### config.mk
export PLATFORM = sky130hd
export DESIGN_NAME = earout_pulsegen
export DESIGN_NICKNAME = d
export VERILOG_FILES = /design/src/rtl/earout_pkg.sv /design/src/rtl/sync_fall_edge.sv /design/src/rtl/earout_pulsegen.sv
export SDC_FILE = /design/constraint.sdc
export NUM_CORES = 1
export LEC_CHECK = 0
export CAP_MARGIN = 10
export CELL_PAD_IN_SITES_DETAIL_PLACEMENT = 2
export CELL_PAD_IN_SITES_GLOBAL_PLACEMENT = 2
export CORE_MARGIN = 5
export CORE_UTILIZATION = 38
export CTS_BUF_LIST = sky130_fd_sc_hd__clkbuf_8
export DETAILED_ROUTE_END_ITERATION = 8
export PLACE_DENSITY_LB_ADDON = 0.25
export SYNTH_ARGS = -nofsm -noshare
export SYNTH_HDL_FRONTEND = slang
export SYNTH_SLANG_ARGS = --single-unit
### constraint.sdc
create_clock -name clk -period 4.1 [get_ports clk]
set_clock_uncertainty 0.2 [all_clocks]
set_input_delay 0.615 -clock clk [delete_from_list [all_inputs] [get_ports clk]]
set_output_delay 0.615 -clock clk [all_outputs]
set_load 0.1 [all_outputs]
### src/rtl/earout_pkg.sv
// Shared definitions for the EAR-out pulse generator and the EAR-in tester:
// FSM state encoding, spinner character table and the code reset value.
package earout_pkg;

    localparam logic [1:0] S_IDLE = 2'd0;
    localparam logic [1:0] S_HIGH = 2'd1;
    localparam logic [1:0] S_LOW  = 2'd2;

    typedef enum logic [1:0] {
        ST_IDLE = S_IDLE,
        ST_HIGH = S_HIGH,
        ST_LOW  = S_LOW
    } state_t;

    // Spinner characters, element 0 first: dash (2D), grave accent (60), bar (7C), slash (2F)
    localparam logic [3:0][7:0] SPINNER_TABLE = {8'h2F, 8'h7C, 8'h60, 8'h2D};

    localparam logic [7:0] CODE_RESET = 8'h20;

    function automatic logic [7:0] spinner_char(input logic [1:0] idx);
        return SPINNER_TABLE[idx];
    endfunction

endpackage

### src/rtl/sync_fall_edge.sv
// Two-flop synchronizer for an asynchronous level that idles high, followed by
// a falling-edge detector producing a one-clk pulse.
module sync_fall_edge (
    input  logic clk,
    input  logic rst_n,
    input  logic i_async,
    output logic o_fall
);

    logic       r_meta;
    logic [1:0] r_edge;   // [0] is the second synchronizer flop, [1] its previous value
    logic       r_live;   // r_meta holds a genuine sample (first clk after reset done)
    logic       r_armed;  // a genuine high has entered r_edge, so a 1->0 pattern is real

    // Synchronize the input and track the last two synchronized samples.
    always_ff @(posedge clk or negedge rst_n) begin
        if (!rst_n) begin
            r_meta <= 1'b1;
            r_edge <= 2'b11;
        end else begin
            r_meta <= i_async;
            r_edge <= {r_edge[0], r_meta};
        end
    end

    // Arm only after a real high sample, so a line held low across reset
    // release is not mistaken for a falling edge of the forced idle level.
    always_ff @(posedge clk or negedge rst_n) begin
        if (!rst_n) begin
            r_live  <= 1'b0;
            r_armed <= 1'b0;
        end else begin
            r_live  <= 1'b1;
            r_armed <= r_armed | (r_live & r_meta);
        end
    end

    assign o_fall = r_armed && (r_edge == 2'b10);

endmodule

### src/rtl/earout_pulsegen.sv
// EAR/MIC output test generator: one burst of PULSES square pulses per frame,
// started by the vsync falling edge, with a spinner code advanced per burst
// and a sticky overrun flag for edges that arrive while a burst is running.
module earout_pulsegen
    import earout_pkg::*;
#(
    parameter int unsigned HALF_CYCLES = 1750,
    parameter int unsigned PULSES      = 1
) (
    input  logic       clk,
    input  logic       rst_n,
    input  logic       enable,
    input  logic       vs,
    output logic       ear_out,
    output logic       busy,
    output logic       overrun,
    output logic [7:0] code
);

    localparam logic [15:0] HALF_RELOAD  = 16'(HALF_CYCLES - 1);
    localparam logic [3:0]  PULSE_RELOAD = 4'(PULSES - 1);

    logic        w_frame_start;

    state_t      r_state,     w_state_next;
    logic [15:0] r_half_cnt,  w_half_cnt_next;
    logic [3:0]  r_pulse_cnt, w_pulse_cnt_next;
    logic [1:0]  r_idx,       w_idx_next;
    logic        r_ear,       w_ear_next;
    logic        r_busy,      w_busy_next;
    logic        r_overrun,   w_overrun_next;
    logic [7:0]  r_code,      w_code_next;

    sync_fall_edge u_vs_edge (
        .clk     (clk),
        .rst_n   (rst_n),
        .i_async (vs),
        .o_fall  (w_frame_start)
    );

    // State, counters and output registers.
    always_ff @(posedge clk or negedge rst_n) begin
        if (!rst_n) begin
            r_state     <= ST_IDLE;
            r_half_cnt  <= '0;
            r_pulse_cnt <= '0;
            r_idx       <= '0;
            r_ear       <= 1'b0;
            r_busy      <= 1'b0;
            r_overrun   <= 1'b0;
            r_code      <= CODE_RESET;
        end else begin
            r_state     <= w_state_next;
            r_half_cnt  <= w_half_cnt_next;
            r_pulse_cnt <= w_pulse_cnt_next;
            r_idx       <= w_idx_next;
            r_ear       <= w_ear_next;
            r_busy      <= w_busy_next;
            r_overrun   <= w_overrun_next;
            r_code      <= w_code_next;
        end
    end

    // Next-state logic: enable low aborts and clears overrun; otherwise run the
    // IDLE/HIGH/LOW burst sequence. An edge seen outside IDLE (including the
    // completion clk itself) only sets overrun.
    always_comb begin
        w_state_next     = r_state;
        w_half_cnt_next  = r_half_cnt;
        w_pulse_cnt_next = r_pulse_cnt;
        w_idx_next       = r_idx;
        w_ear_next       = r_ear;
        w_overrun_next   = r_overrun;
        w_code_next      = r_code;

        if (!enable) begin
            w_state_next   = ST_IDLE;
            w_ear_next     = 1'b0;
            w_overrun_next = 1'b0;
        end else begin
            case (r_state)
                ST_IDLE: begin
                    if (w_frame_start) begin
                        w_pulse_cnt_next = PULSE_RELOAD;
                        w_half_cnt_next  = HALF_RELOAD;
                        w_ear_next       = 1'b1;
                        w_state_next     = ST_HIGH;
                    end
                end
                ST_HIGH: begin
                    if (r_half_cnt == '0) begin
                        w_ear_next      = 1'b0;
                        w_half_cnt_next = HALF_RELOAD;
                        w_state_next    = ST_LOW;
                    end else begin
                        w_half_cnt_next = r_half_cnt - 16'd1;
                    end
                    if (w_frame_start) w_overrun_next = 1'b1;
                end
                ST_LOW: begin
                    if (r_half_cnt == '0) begin
                        if (r_pulse_cnt != '0) begin
                            w_pulse_cnt_next = r_pulse_cnt - 4'd1;
                            w_half_cnt_next  = HALF_RELOAD;
                            w_ear_next       = 1'b1;
                            w_state_next     = ST_HIGH;
                        end else begin
                            w_state_next = ST_IDLE;
                            w_code_next  = spinner_char(r_idx);
                            w_idx_next   = r_idx + 2'd1;
                        end
                    end else begin
                        w_half_cnt_next = r_half_cnt - 16'd1;
                    end
                    if (w_frame_start) w_overrun_next = 1'b1;
                end
                default: begin
                    w_state_next = ST_IDLE;
                    w_ear_next   = 1'b0;
                end
            endcase
        end

        w_busy_next = (w_state_next != ST_IDLE);
    end

    assign ear_out = r_ear;
    assign busy    = r_busy;
    assign overrun = r_overrun;
    assign code    = r_code;

endmodule

==> metrics <==
status=completed; cell internal pwr=about 540 uW; CP Launch Point=r_half_cnt[0]; Gate power share=between 10% and 20%; mean post-synth cell area=9.70 sq um; clock sink total=36; Core Area=5040 sq um; Routability Congestion=0.823; mapped cell area=around 2000 sq um; hold_buf cts=0; Reg2Reg Depth=7; final setup violation count=0; Num CTS Buffers=5; Max transition margin=between 30% and 40%; vias in the first global route=about 1,800; RSZ-0062 raised after global routing=no; CTS tree=done; Sw Ratio=between 20% and 30%; max-capacitance violation count=0; Synth Flop Type=dfrtp_1; critical path launch point type=register; Required @ worst endpoint=about 4100 ps; IO buf count=12; sequential area share after synthesis=a little under half; Pre-antenna DRT Iters=4; Slew @ Worst Pin=996 ps; Routed WL=about 5300 microns; Hold Crit Class=reg -> reg; num rows=26; worst setup path category=reg -> reg; R2R Path Start=r_half_cnt[0]; Hold Vio Cnt, Final=0; arrival time at the worst endpoint=roughly 3200 ps; Antenna diodes=0; share of power burned in the clock network=between 30% and 40%; area leader, netlist=dfrtp_1; maximum root-to-sink buffer count=2; vias per std cell=between 5 and 6; final slew viol count=0; FFs w/ async S/R, synth=100%; gr usage total=approximately 18%; CTS root buf=clkbuf_8; part of the power in registers=roughly 51%; Area contributors post-synth=dfrtp_1 (42%), ha_1 (6.4%), dfstp_2 (4.0%); count leader, synth=dfrtp_1; I/O Pins=15; Fin Setup TNS=0 ps; largest net degree at the start of global routing=37; Tcrit/Tclk final=roughly 78%; number of synthesized flops with an enable pin=0; Post-CTS Resized=0; clock slew at reported path FFs=around 70 ps; postcts setup bufs=0; critical hold path startpoint=u_vs_edge.r_meta; VDD IR max=0.173 mV; switching pwr=roughly 220 uW; die area=6670 sq um; Cells on Worst Hold Path=0; average wire per standard cell=approximately 19 microns; first-pass GRT wire length=between 9000 and 10,000 microns; Starting Density=38.7%; FF+latch count, synth=36; worst-path maximum fanout=9; cell area after layout=~2200 sq um; Setup crit end kind=register; drc violations=0; worst skew pair latency=~290 ps; Yosys cell types=47; Layout Nets=roughly 230; grt ovf=0; H-tree levels=2; Period minus WS final=about 3200 ps; Final ANT Viol Nets=0; synth warn=0; Post-synth top cells=dfrtp_1 (33), nand2_1 (15), a21oi_1 (14); Area Overhead vs Synth=13.7%; Final HPWL DP=between 3000 and 4000 microns; DR vias=about 1,600; Power per Cell Area=around 340 nW/um^2; initial antenna violation count=0; fmax=around 310 MHz; layout cells sized above 1=roughly a tenth; LEAKAGE=0.916 nW; chip width=81.6 microns; Area after DPL=around 2100 sq um; area share of the largest cell type after synthesis=a little over two fifths; drt initial violations=36; Syn Inst Count=201; die height=81.6 microns
state kept, by name (all words and copies together) (netlist names):
| signal | cells |
|---|---|
| overrun | 1 |
| u_vs_edge.r_armed | 1 |
| busy | 1 |
| code | 5 |
| u_vs_edge.r_edge | 2 |
| r_state | 2 |
| u_vs_edge.r_meta | 1 |
| r_idx | 1 |
| r_half_cnt | 16 |
| u_vs_edge.r_live | 1 |
| ear_out | 1 |
| r_pulse_cnt | 4 |
final timing paths:
kind	endpoint	slack (ps)
max	r_pulse_cnt[3]	920
min reg2reg	u_vs_edge.r_edge[0]	170
max reg2reg	r_pulse_cnt[3]	920
min in group asynchronous	r_pulse_cnt[2]	550
min	u_vs_edge.r_edge[0]	170
max in group asynchronous	u_vs_edge.r_edge[0]	2800
worst max-delay path, cell delays in order (launching register included):
cell     delay (ps)
dfrtp_1         430
inv_1            80
ha_1            280
or4b_1          520
or4_4           570
or4_4           440
or4b_1          490
nand3_1          90
routing by layer:
layer | routed length, microns | part of all wire, % | GRT usage, %
met4 | 68 | 1.3 | 4.15
met2 | 2780 | 53 | 31.4
met1 | 2300 | 43 | 22.1
met3 | 145 | 2.7 | 4.71
met5 | 0 | 0 | 0
final cells by class:
type	count	area (sq um)
clock buffers	6	82.6
well taps	70	87.6
clock inverters	2	11.3
flip-flops and latches	36	905
fillers	552	2820
inverters	10	37.5
repair buffers	15	143
multi-input cells	146	952
cell usage in the layout, fill, tap and decap left out, types with 5 or more instances in the layout:
cell type	netlist	layout
a21oi_1	14	14
clkbuf_8	0	6
clkdlybuf4s50_1	0	12
dfrtp_1	33	33
ha_1	10	10
inv_1	10	11
nand2_1	15	15
nand3_1	9	9
nor2_1	13	13
nor3_1	9	9
nor4_1	5	5
o21ai_0	12	12
cells by family (layout without fill, tap and decap cells):
family                   count (synthesis)  in the layout  share of synthesized area, %
AND/OR/NAND/NOR                         78             78                          22.5
adder cells (fa/ha/maj)                 10             10                          6.41
multiplexers                             6              6                          3.27
buffers and inverters                   20             33                          5.00
XOR/XNOR                                 1              1                         0.449
flip-flops                              36             36                          46.4
other                                    2              3                         0.385
AO/OA/AOI/OAI                           48             48                          15.6
power groups by stage:
stage	combinational [mW]	clock, mW	sequential [mW]
CTS	0.110	0.271	0.384
global route	0.118	0.288	0.386
finish	0.108	0.260	0.385
detailed placement	0.108	0	0.391
floorplan	0.0562	0	0.405
global placement	0.104	0	0.388
metrics by stage:
stage	std cells	hold WS [ps]	setup WS (ps)	power, mW	utilization [%]
final	285	170	919	0.752	44.0
after CTS	285	171	916	0.766	44.0
after global routing	285	173	806	0.793	44.0
after global placement	277	158	1100	0.492	42.1
after detailed placement	277	160	949	0.500	42.1
after floorplan	202	119	1100	0.461	-
Power figures use the tool's default switching activity.
